<file path="src/rtl/product_acc_pkg.sv">
// Shared types and constants for the product accumulator stage that sits
// downstream of the 4x4 array multiplier.
package product_acc_pkg;

    // Width of the unsigned product coming out of the multiplier.
    localparam int PROD_W_DEF = 8;

    // Width of the out_count field. Frames hold 1..15 products.
    localparam int CNT_W = 4;

    // Default accumulator width.
    localparam int ACC_W_DEF = 12;

    typedef enum logic {
        ACCUM = 1'b0,
        HOLD  = 1'b1
    } acc_state_e;

endpackage : product_acc_pkg

</file>
<file path="src/rtl/product_accumulator_if.sv">
// Product-in / frame-sum-out handshake bundle. master = upstream/consumer
// side (testbench or parent), slave = the accumulator itself.
interface product_accumulator_if #(
    parameter int PROD_W = product_acc_pkg::PROD_W_DEF,
    parameter int ACC_W  = product_acc_pkg::ACC_W_DEF
);
    logic                              in_valid;
    logic                              in_ready;
    logic [PROD_W-1:0]                 in_product;
    logic                              in_last;
    logic                              out_valid;
    logic                              out_ready;
    logic [ACC_W-1:0]                  out_sum;
    logic [product_acc_pkg::CNT_W-1:0] out_count;
    logic                              out_ovf;

    modport master (
        output in_valid, in_product, in_last, out_ready,
        input  in_ready, out_valid, out_sum, out_count, out_ovf
    );

    modport slave (
        input  in_valid, in_product, in_last, out_ready,
        output in_ready, out_valid, out_sum, out_count, out_ovf
    );

endinterface : product_accumulator_if

</file>
<file path="src/rtl/acc_add.sv">
// Combinational ACC_W + PROD_W adder with carry-out. When ACC_SATURATE_EN is
// defined the sum is clamped to all-ones on carry instead of wrapping.
module acc_add
    import product_acc_pkg::*;
#(
    parameter int ACC_W  = ACC_W_DEF,
    parameter int PROD_W = PROD_W_DEF
) (
    input  logic [ACC_W-1:0]  acc_i,
    input  logic [PROD_W-1:0] prod_i,
    output logic [ACC_W-1:0]  sum_o,
    output logic              carry_o
);

    logic [ACC_W:0] wide_sum;

    assign wide_sum = {1'b0, acc_i} + {{(ACC_W + 1 - PROD_W){1'b0}}, prod_i};
    assign carry_o  = wide_sum[ACC_W];

`ifdef ACC_SATURATE_EN
    // Once clamped, any further non-zero product carries again and re-clamps,
    // so the sum stays pinned at the maximum for the rest of the frame.
    assign sum_o = carry_o ? {ACC_W{1'b1}} : wide_sum[ACC_W-1:0];
`else
    assign sum_o = wide_sum[ACC_W-1:0];
`endif

endmodule : acc_add

</file>
<file path="src/rtl/product_accumulator.sv">
// Frame accumulator: sums up to COUNT_N products per frame and holds the result
// behind a valid/ready handshake. Optional clamp mode: define ACC_SATURATE_EN.
module product_accumulator
    import product_acc_pkg::*;
#(
    parameter int PROD_W  = PROD_W_DEF,
    parameter int ACC_W   = ACC_W_DEF,
    parameter int COUNT_N = 4
) (
    input  logic                        clk,
    input  logic                        rst_n,
    product_accumulator_if.slave        bus
);

    localparam logic [CNT_W-1:0] LAST_CNT = CNT_W'(COUNT_N - 1);

    acc_state_e       state_q, state_d;
    logic [ACC_W-1:0] acc_q, acc_d;
    logic [CNT_W-1:0] cnt_q, cnt_d;
    logic             ovf_q, ovf_d;

    logic [ACC_W-1:0] add_sum;
    logic             add_carry;

    acc_add #(
        .ACC_W  (ACC_W),
        .PROD_W (PROD_W)
    ) u_acc_add (
        .acc_i   (acc_q),
        .prod_i  (bus.in_product),
        .sum_o   (add_sum),
        .carry_o (add_carry)
    );

    always_comb begin
        // NOTE: every next-state signal gets a default before the case, so no
        // path leaves one unassigned and no latch is inferred.
        state_d = state_q;
        acc_d   = acc_q;
        cnt_d   = cnt_q;
        ovf_d   = ovf_q;

        case (state_q)
            ACCUM: begin
                if (bus.in_valid) begin
                    acc_d = add_sum;
                    cnt_d = cnt_q + CNT_W'(1);
                    ovf_d = ovf_q | add_carry;
                    if ((cnt_q == LAST_CNT) || bus.in_last) begin
                        state_d = HOLD;
                    end
                end
            end
            HOLD: begin
                if (bus.out_ready) begin
                    acc_d   = '0;
                    cnt_d   = '0;
                    ovf_d   = 1'b0;
                    state_d = ACCUM;
                end
            end
            default: state_d = ACCUM;
        endcase
    end

    always_ff @(posedge clk) begin
        // NOTE: state registers use non-blocking assignments so every flop
        // samples the pre-edge values regardless of statement order.
        if (!rst_n) begin
            state_q <= ACCUM;
            acc_q   <= '0;
            cnt_q   <= '0;
            ovf_q   <= 1'b0;
        end else begin
            state_q <= state_d;
            acc_q   <= acc_d;
            cnt_q   <= cnt_d;
            ovf_q   <= ovf_d;
        end
    end

    // in_ready depends only on registered state and reset, never on out_ready.
    assign bus.in_ready  = rst_n && (state_q == ACCUM);
    assign bus.out_valid = (state_q == HOLD);
    assign bus.out_sum   = acc_q;
    assign bus.out_count = cnt_q;
    assign bus.out_ovf   = ovf_q;

endmodule : product_accumulator
</file>
<file path="src/flat_wrapper.sv">
// flat-port wrapper written by rule: the top's interface ports become plain ports
module product_accumulator_flat import product_acc_pkg::*;
#(
    parameter int PROD_W  = PROD_W_DEF,
    parameter int ACC_W   = ACC_W_DEF,
    parameter int COUNT_N = 4
)
  (clk, rst_n, bus_in_valid, bus_in_product, bus_in_last, bus_out_ready, bus_in_ready, bus_out_valid, bus_out_sum, bus_out_count, bus_out_ovf);
  product_accumulator_if #(.PROD_W(PROD_W), .ACC_W(ACC_W)) bus_i ();
  input  logic clk;
  input  logic rst_n;
  input wire logic [$bits(bus_i.in_valid)-1:0] bus_in_valid;
  input wire logic [$bits(bus_i.in_product)-1:0] bus_in_product;
  input wire logic [$bits(bus_i.in_last)-1:0] bus_in_last;
  input wire logic [$bits(bus_i.out_ready)-1:0] bus_out_ready;
  output wire logic [$bits(bus_i.in_ready)-1:0] bus_in_ready;
  output wire logic [$bits(bus_i.out_valid)-1:0] bus_out_valid;
  output wire logic [$bits(bus_i.out_sum)-1:0] bus_out_sum;
  output wire logic [$bits(bus_i.out_count)-1:0] bus_out_count;
  output wire logic [$bits(bus_i.out_ovf)-1:0] bus_out_ovf;
  assign bus_i.in_valid = bus_in_valid;
  assign bus_i.in_product = bus_in_product;
  assign bus_i.in_last = bus_in_last;
  assign bus_i.out_ready = bus_out_ready;
  assign bus_in_ready = bus_i.in_ready;
  assign bus_out_valid = bus_i.out_valid;
  assign bus_out_sum = bus_i.out_sum;
  assign bus_out_count = bus_i.out_count;
  assign bus_out_ovf = bus_i.out_ovf;
  product_accumulator #(.PROD_W(PROD_W), .ACC_W(ACC_W), .COUNT_N(COUNT_N)) u_core (.clk(clk), .rst_n(rst_n), .bus(bus_i));
endmodule
</file>
<file path="config.mk">
export PLATFORM = sky130hd
export DESIGN_NAME = product_accumulator_flat
export DESIGN_NICKNAME = d
export VERILOG_FILES = /design/src/rtl/product_acc_pkg.sv /design/src/rtl/product_accumulator_if.sv /design/src/rtl/acc_add.sv /design/src/rtl/product_accumulator.sv /design/src/flat_wrapper.sv
export SDC_FILE = /design/constraint.sdc
export NUM_CORES = 1
export LEC_CHECK = 0
export CORE_ASPECT_RATIO = 0.5
export CORE_MARGIN = 2
export CORE_UTILIZATION = 30
export DETAILED_ROUTE_END_ITERATION = 7
export HOLD_SLACK_MARGIN = 0.02
export MAX_ROUTING_LAYER = met4
export PLACE_DENSITY = 0.63
export REMOVE_ABC_BUFFERS = 1
export SYNTH_ARGS = -nofsm -noshare
export SYNTH_HDL_FRONTEND = slang
export SYNTH_SLANG_ARGS = --single-unit
</file>
<file path="constraint.sdc">
create_clock -name clk -period 2.4 [get_ports clk]
set_input_delay 0.6 -clock clk [delete_from_list [all_inputs] [get_ports clk]]
set_output_delay 0.6 -clock clk [all_outputs]
set_load 0.005 [all_outputs]
</file>
---- After elaboration in Yosys (flattened, before gate mapping) ----
Index checks and enable logic that the tools add are counted.
storage, ports and cells
  register bits after elaboration ......... 18
  input bits .............................. 13
  word-level logic and storage cells ...... 27
operators by class
  add/sub/neg operators ................... 2
  equality and inequality tests ........... 3
  mux-type cells .......................... 13
  bitwise logic cells ..................... 2
  reductions and logical operators ........ 3
operator list
  cell                                            count
  2-to-1 mux 12 bit                               2
  one-hot mux 12 bit (2 select lines)             1
  adder 12 x 8 -> 13 bit                          1
  2-to-1 mux 4 bit                                2
  one-hot mux 4 bit (2 select lines)              1
  2-to-1 mux 1 bit                                5
  adder 4 x 1 -> 4 bit (second input constant)    1
  == test 4 x 2 -> 1 bit (second input constant)  1
  inequality test 2 bit (second input constant)   2
  one-hot mux 1 bit (2 select lines)              2
  AND reduction 2 bit                             1
  logical AND 1 bit                               1
  logical OR 1 bit                                1
  inverter 1 bit                                  1
  OR 1 bit                                        1

---- Longest topological paths before layout ----
  depth in word-level cells ............... 5
  gate-level depth with buffers ........... 7

---- Cells and area by module ----
A second synthesis with hierarchy kept.
unflattened totals
  cell total of the unflattened synthesis .. 146
  area, all modules ....................... 1,356.3 um^2
by module, submodules not included
  module               times used  cells each  area an instance (um^2)
  product_accumulator  1           74          792.0
  acc_add              1           72          564.3

---- Worst setup path before layout ----
Ideal clock, no wire load.
  path kind ............................... input -> register
  start ................................... in bus_in_product[0]
  end ..................................... reg u_core.ovf_q, in the netlist u_core.bus.out_ovf
  setup time .............................. 0.128 ns
  data arrival time ....................... 2.060 ns
  data required time ...................... 2.272 ns
  slack ................................... 0.212 ns
  stages on the path ...................... 7
  buffers on the path ..................... 0
  cells stage by stage .................... ha_1 fa_1 a21o_2 a221oi_4 a21oi_1 a31oi_1 nor2_1
between the ends
  word-level cells in the longest chain between the ends .. 4
RTL lines
  item                                line                       source
  from (decl)                         flat_wrapper.sv:13         input wire logic [$bits(bus_i.in_product)-1:0] bus_in_product;
  adder 12 x 8 -> 13 bit              acc_add.sv:17              assign wide_sum = {1'b0, acc_i} + {{(ACC_W + 1 - PROD_W){1'b0}}, prod_i};
  OR 1 bit                            product_accumulator.sv:48  ovf_d = ovf_q | add_carry;
  2-to-1 mux 1 bit                    product_accumulator.sv:45  if (bus.in_valid) begin
  one-hot mux 1 bit (2 select lines)  product_accumulator.sv:43  case (state_q)
  to (signal assigned)                product_accumulator.sv:78  ovf_q <= ovf_d;
  to (decl)                           product_accumulator.sv:20  logic ovf_q, ovf_d;
No other way between the ends. The select of a mux whose other input is x is not followed.
A chain may end at the register's enable or synchronous reset.

---- Worst setup path in the final report ----
  start ................................... in rst_n
  end ..................................... out bus_in_ready
between the ends
  word-level cells in the longest chain between the ends .. 1
RTL lines
  item               line                       source
  from (decl)        flat_wrapper.sv:11         input logic rst_n;
  logical AND 1 bit  product_accumulator.sv:83  assign bus.in_ready = rst_n && (state_q == ACCUM);
  to (decl)          flat_wrapper.sv:16         output wire logic [$bits(bus_i.in_ready)-1:0] bus_in_ready;
No other way between the ends.

==> results.tsv <==
metric	value	unit
cts_hold_repair.buffers	0	
timing.setup.tns	0	ns
grt_pass1_vias	908	
cpMostUsedCell	sky130_fd_sc_hd__clkdlybuf4s50_1	
seq_power_share	38.3	%
diodes	0	
worstSetupEndpointType	primary output	
placement.cell_area	1519	µm²
timing.final.crit_period	2.354	ns
power_density	559.2	nW/µm²
area_added_between_synthesis_and_finish	48.31	%
floorplan.initialDensity	31.29	%
synth.distinct_cells	36	
compound_gate_fraction_of_synth_area	23.75	%
skew	0.001852	ns
drive_gt1_share	18.47	%
clockRootBuffer	sky130_fd_sc_hd__clkbuf_8	
drt.antenna.violating_nets	0	
coreArea	3435	µm²
cpPeakStageDelay	0.51	ns
fin_nets	181	
clk_pin_slew	0.07	ns
critPathTopFamily	buffers and inverters	
final_hpwl_from_detailed_placement	2.008	mm
switching_share	30.30	%
flops_latches_synth	18	
synth_adder_area_share	12.34	%
mean_number_of_vias_per_cell	4.736	
routed_wl	2.627	mm
netlist.area_leader.share	33.53	%
post_synth_and_or_nand_nor_area_fraction	18.39	%
tritoncts	yes	
hold_viol	0	
nFillCells	335	
drv_cap	0	
maxSlewViolCount	0	
post_drt_wl_per_cell	12.63	µm
clockBufferDepth	2	
antenna_violations_before_repair	0	
timing.hold.worst.class	register to register	
comb_power_share	32.8	%
timing.critical_path.required	1.80	ns
cp_max_delay_cell	sky130_fd_sc_hd__clkdlybuf4s50_1	
dominant_combinational_cell_family_by_area_after_synthesis	compound AO/OA/AOI/OAI gates	
cts_setup_buffers	0	
ys_seq_area_share	33.53	%
crit_type	primary input to primary output	
crit_arrival	1.75	ns
routed-via-count	985	
layout.core_utilization	46.41	%
relSlewSlack	64.89	%
avgSynthCellArea	9.428	µm²
leakage	0.6356	nW
timing.critical_path.from_type	primary input	
global_route.usage.total	14.81	%
die_outline_area	4106	µm²
p_int	621.3	µW
worstPathBufferInverterCount	2	
max_clock_freq	0.4247	GHz
synth_async_sr_flop_share	0	%
cts.sinks	18	
placement_rows	15	
worst_ir_drop_vdd	0.0001704	V
io_pins	32	
area_of_the_mapped_netlist	1075	µm²
detail_route.drc_violations	0	
gr-total-overflow	0	
synth.mux.area_fraction	2.328	%
yosys_warnings	0	
buffer_ports.inserted	31	
synth.top_cells.by_area	sky130_fd_sc_hd__dfxtp_1 34%, sky130_fd_sc_hd__ha_1 10%, sky130_fd_sc_hd__xor2_1 5.7%	
grt_pass1_wl	4.278	mm
final_design_instance_area_without_fill	1594	µm²
synthXorXnorAreaFrac	8.149	%
p_switching	270.1	µW
share_of_the_clock_period_used_by_the_worst_path_after_layout	98.10	%
die-height	46.33	µm
critical_path.max_fanout	2	
outcome	finished clean	
synth_largest_area_cell	sky130_fd_sc_hd__dfxtp_1	
gp_routability_congestion	0.8045	
cts_made_buffers	3	
clock_tree.htree_level_count	1	
clock_insertion_delay_worst_skew	0.26	ns
grt_start_max_net_pins	11	
synth-edff-count	0	
detailedRoute.firstIterationViolations	32	
synth_ff_type	sky130_fd_sc_hd__dfxtp_1	
grt_setup_unrepaired	no	
die_w	88.65	µm
path_cells	clkdlybuf4s50_1 > nor2b_2 > clkdlybuf4s50_1	
drt_pass1_iterations	4	
setup_viol	0	
holdWs	0.4772	ns
syn-instance-count	114	
tightest_slew	0.5267	ns
pwr-share-clk	28.9	%
## placed cells by master, fill, tap and decap left out, types with 2 or more instances in the layout
master and instances:
sky130_fd_sc_hd__clkdlybuf4s50_1 30, sky130_fd_sc_hd__dfxtp_1 18, sky130_fd_sc_hd__nand2_1 13, sky130_fd_sc_hd__nor2_1 12, sky130_fd_sc_hd__buf_4 11, sky130_fd_sc_hd__ha_1 8
sky130_fd_sc_hd__xor2_1 7, sky130_fd_sc_hd__nor2b_1 6, sky130_fd_sc_hd__a21oi_1 5, sky130_fd_sc_hd__a22oi_1 4, sky130_fd_sc_hd__clkbuf_8 4, sky130_fd_sc_hd__a21oi_2 3
sky130_fd_sc_hd__xnor2_1 3, sky130_fd_sc_hd__a21o_1 2, sky130_fd_sc_hd__and3_1 2, sky130_fd_sc_hd__a211oi_2 2, sky130_fd_sc_hd__a31oi_1 2, sky130_fd_sc_hd__o211ai_1 2
sky130_fd_sc_hd__nand4_1 2
## kinds of logic after synthesis
kind of cell             count (synthesis)
flip-flops                              18
adder cells (fa/ha/maj)                 10
buffers and inverters                    4
multiplexers                             2
AO/OA/AOI/OAI                           29
AND/OR/NAND/NOR                         41
XOR/XNOR                                10
## tightest hold or removal path: stages, from the launching register on
cell                      delay, ns
sky130_fd_sc_hd__dfxtp_1       0.32
sky130_fd_sc_hd__nand2_1       0.05
sky130_fd_sc_hd__a21oi_1       0.05
## Yosys cell counts, drive strengths merged, types with 2 or more instances
master / instances
o211ai: 2
ha: 9
and3: 2
xnor2: 3
nand2: 13
a22oi: 4
a21oi: 8
xor2: 7
dfxtp: 18
nand3: 2
a31oi: 2
nand4: 2
clkbuf: 2
a211oi: 2
a21o: 3
nor2b: 7
nor2: 12
## power by group through the flow
stage | clock [mW] | sequential (mW) | combinational (mW)
3_5_place_dp | 0 | 0.349 | 0.286
2_1_floorplan | 0 | 0.348 | 0.158
5_1_grt | 0.280 | 0.345 | 0.322
3_3_place_gp | 0 | 0.348 | 0.282
6_report | 0.257 | 0.342 | 0.292
4_1_cts | 0.266 | 0.342 | 0.288
## metrics by stage
| step | power [mW] | cells | setup WS, ns |
|---|---|---|---|
| after floorplan | 0.5060 | 111 | 0.2147 |
| after global placement | 0.6299 | 204 | -0.2573 |
| after detailed placement | 0.6350 | 204 | -0.2950 |
| after CTS | 0.8955 | 208 | 0.01616 |
| after global routing | 0.9470 | 208 | 0.01991 |
| final | 0.8914 | 208 | 0.04554 |
## state kept, by name, summed over array words and instances (netlist names)
register,cells
u_core.bus.out_ovf,1
u_core.bus.out_count,4
u_core.bus.out_valid,1
u_core.bus.out_sum,12
## final cells by class
| cell class | count | area, µm² | area share (%) |
|---|---|---|---|
| inverters | 1 | 3.754 | 0.2355 |
| repair buffers | 42 | 395.4 | 24.80 |
| flip-flops and latches | 18 | 360.3 | 22.61 |
| multi-input cells | 92 | 715.7 | 44.90 |
| well taps | 51 | 63.81 | 4.003 |
| clock buffers | 4 | 55.05 | 3.454 |
## layer usage
layer  vias to the layer above  global-route usage (%)  wire (µm)
met5                         -                       -          0
met4                         0                   7.273         48
met3                         6                   4.301         77
met2                        12                   21.79       1191
met1                       471                   18.76       1310
li1                        496                       -          -
## what timing repair did
item	4_1_cts	5_1_grt
pin swaps	3	8
gates resized for setup	0	6
endpoints found under the setup margin	4	5
gates cloned	0	0
## path summary, 6_finish.rpt
| path | start | endpoint | slack, ns | cells after the start |
|---|---|---|---|---|
| max | rst_n | bus_in_ready | 0.05 | 3 |
| min | u_core.bus.out_sum[6] | u_core.bus.out_sum[6] | 0.48 | 2 |
| max reg2reg | u_core.bus.out_sum[0] | u_core.bus.out_sum[8] | 0.46 | 7 |
| min reg2reg | u_core.bus.out_sum[6] | u_core.bus.out_sum[6] | 0.48 | 2 |
Power figures use the tool's default switching activity.
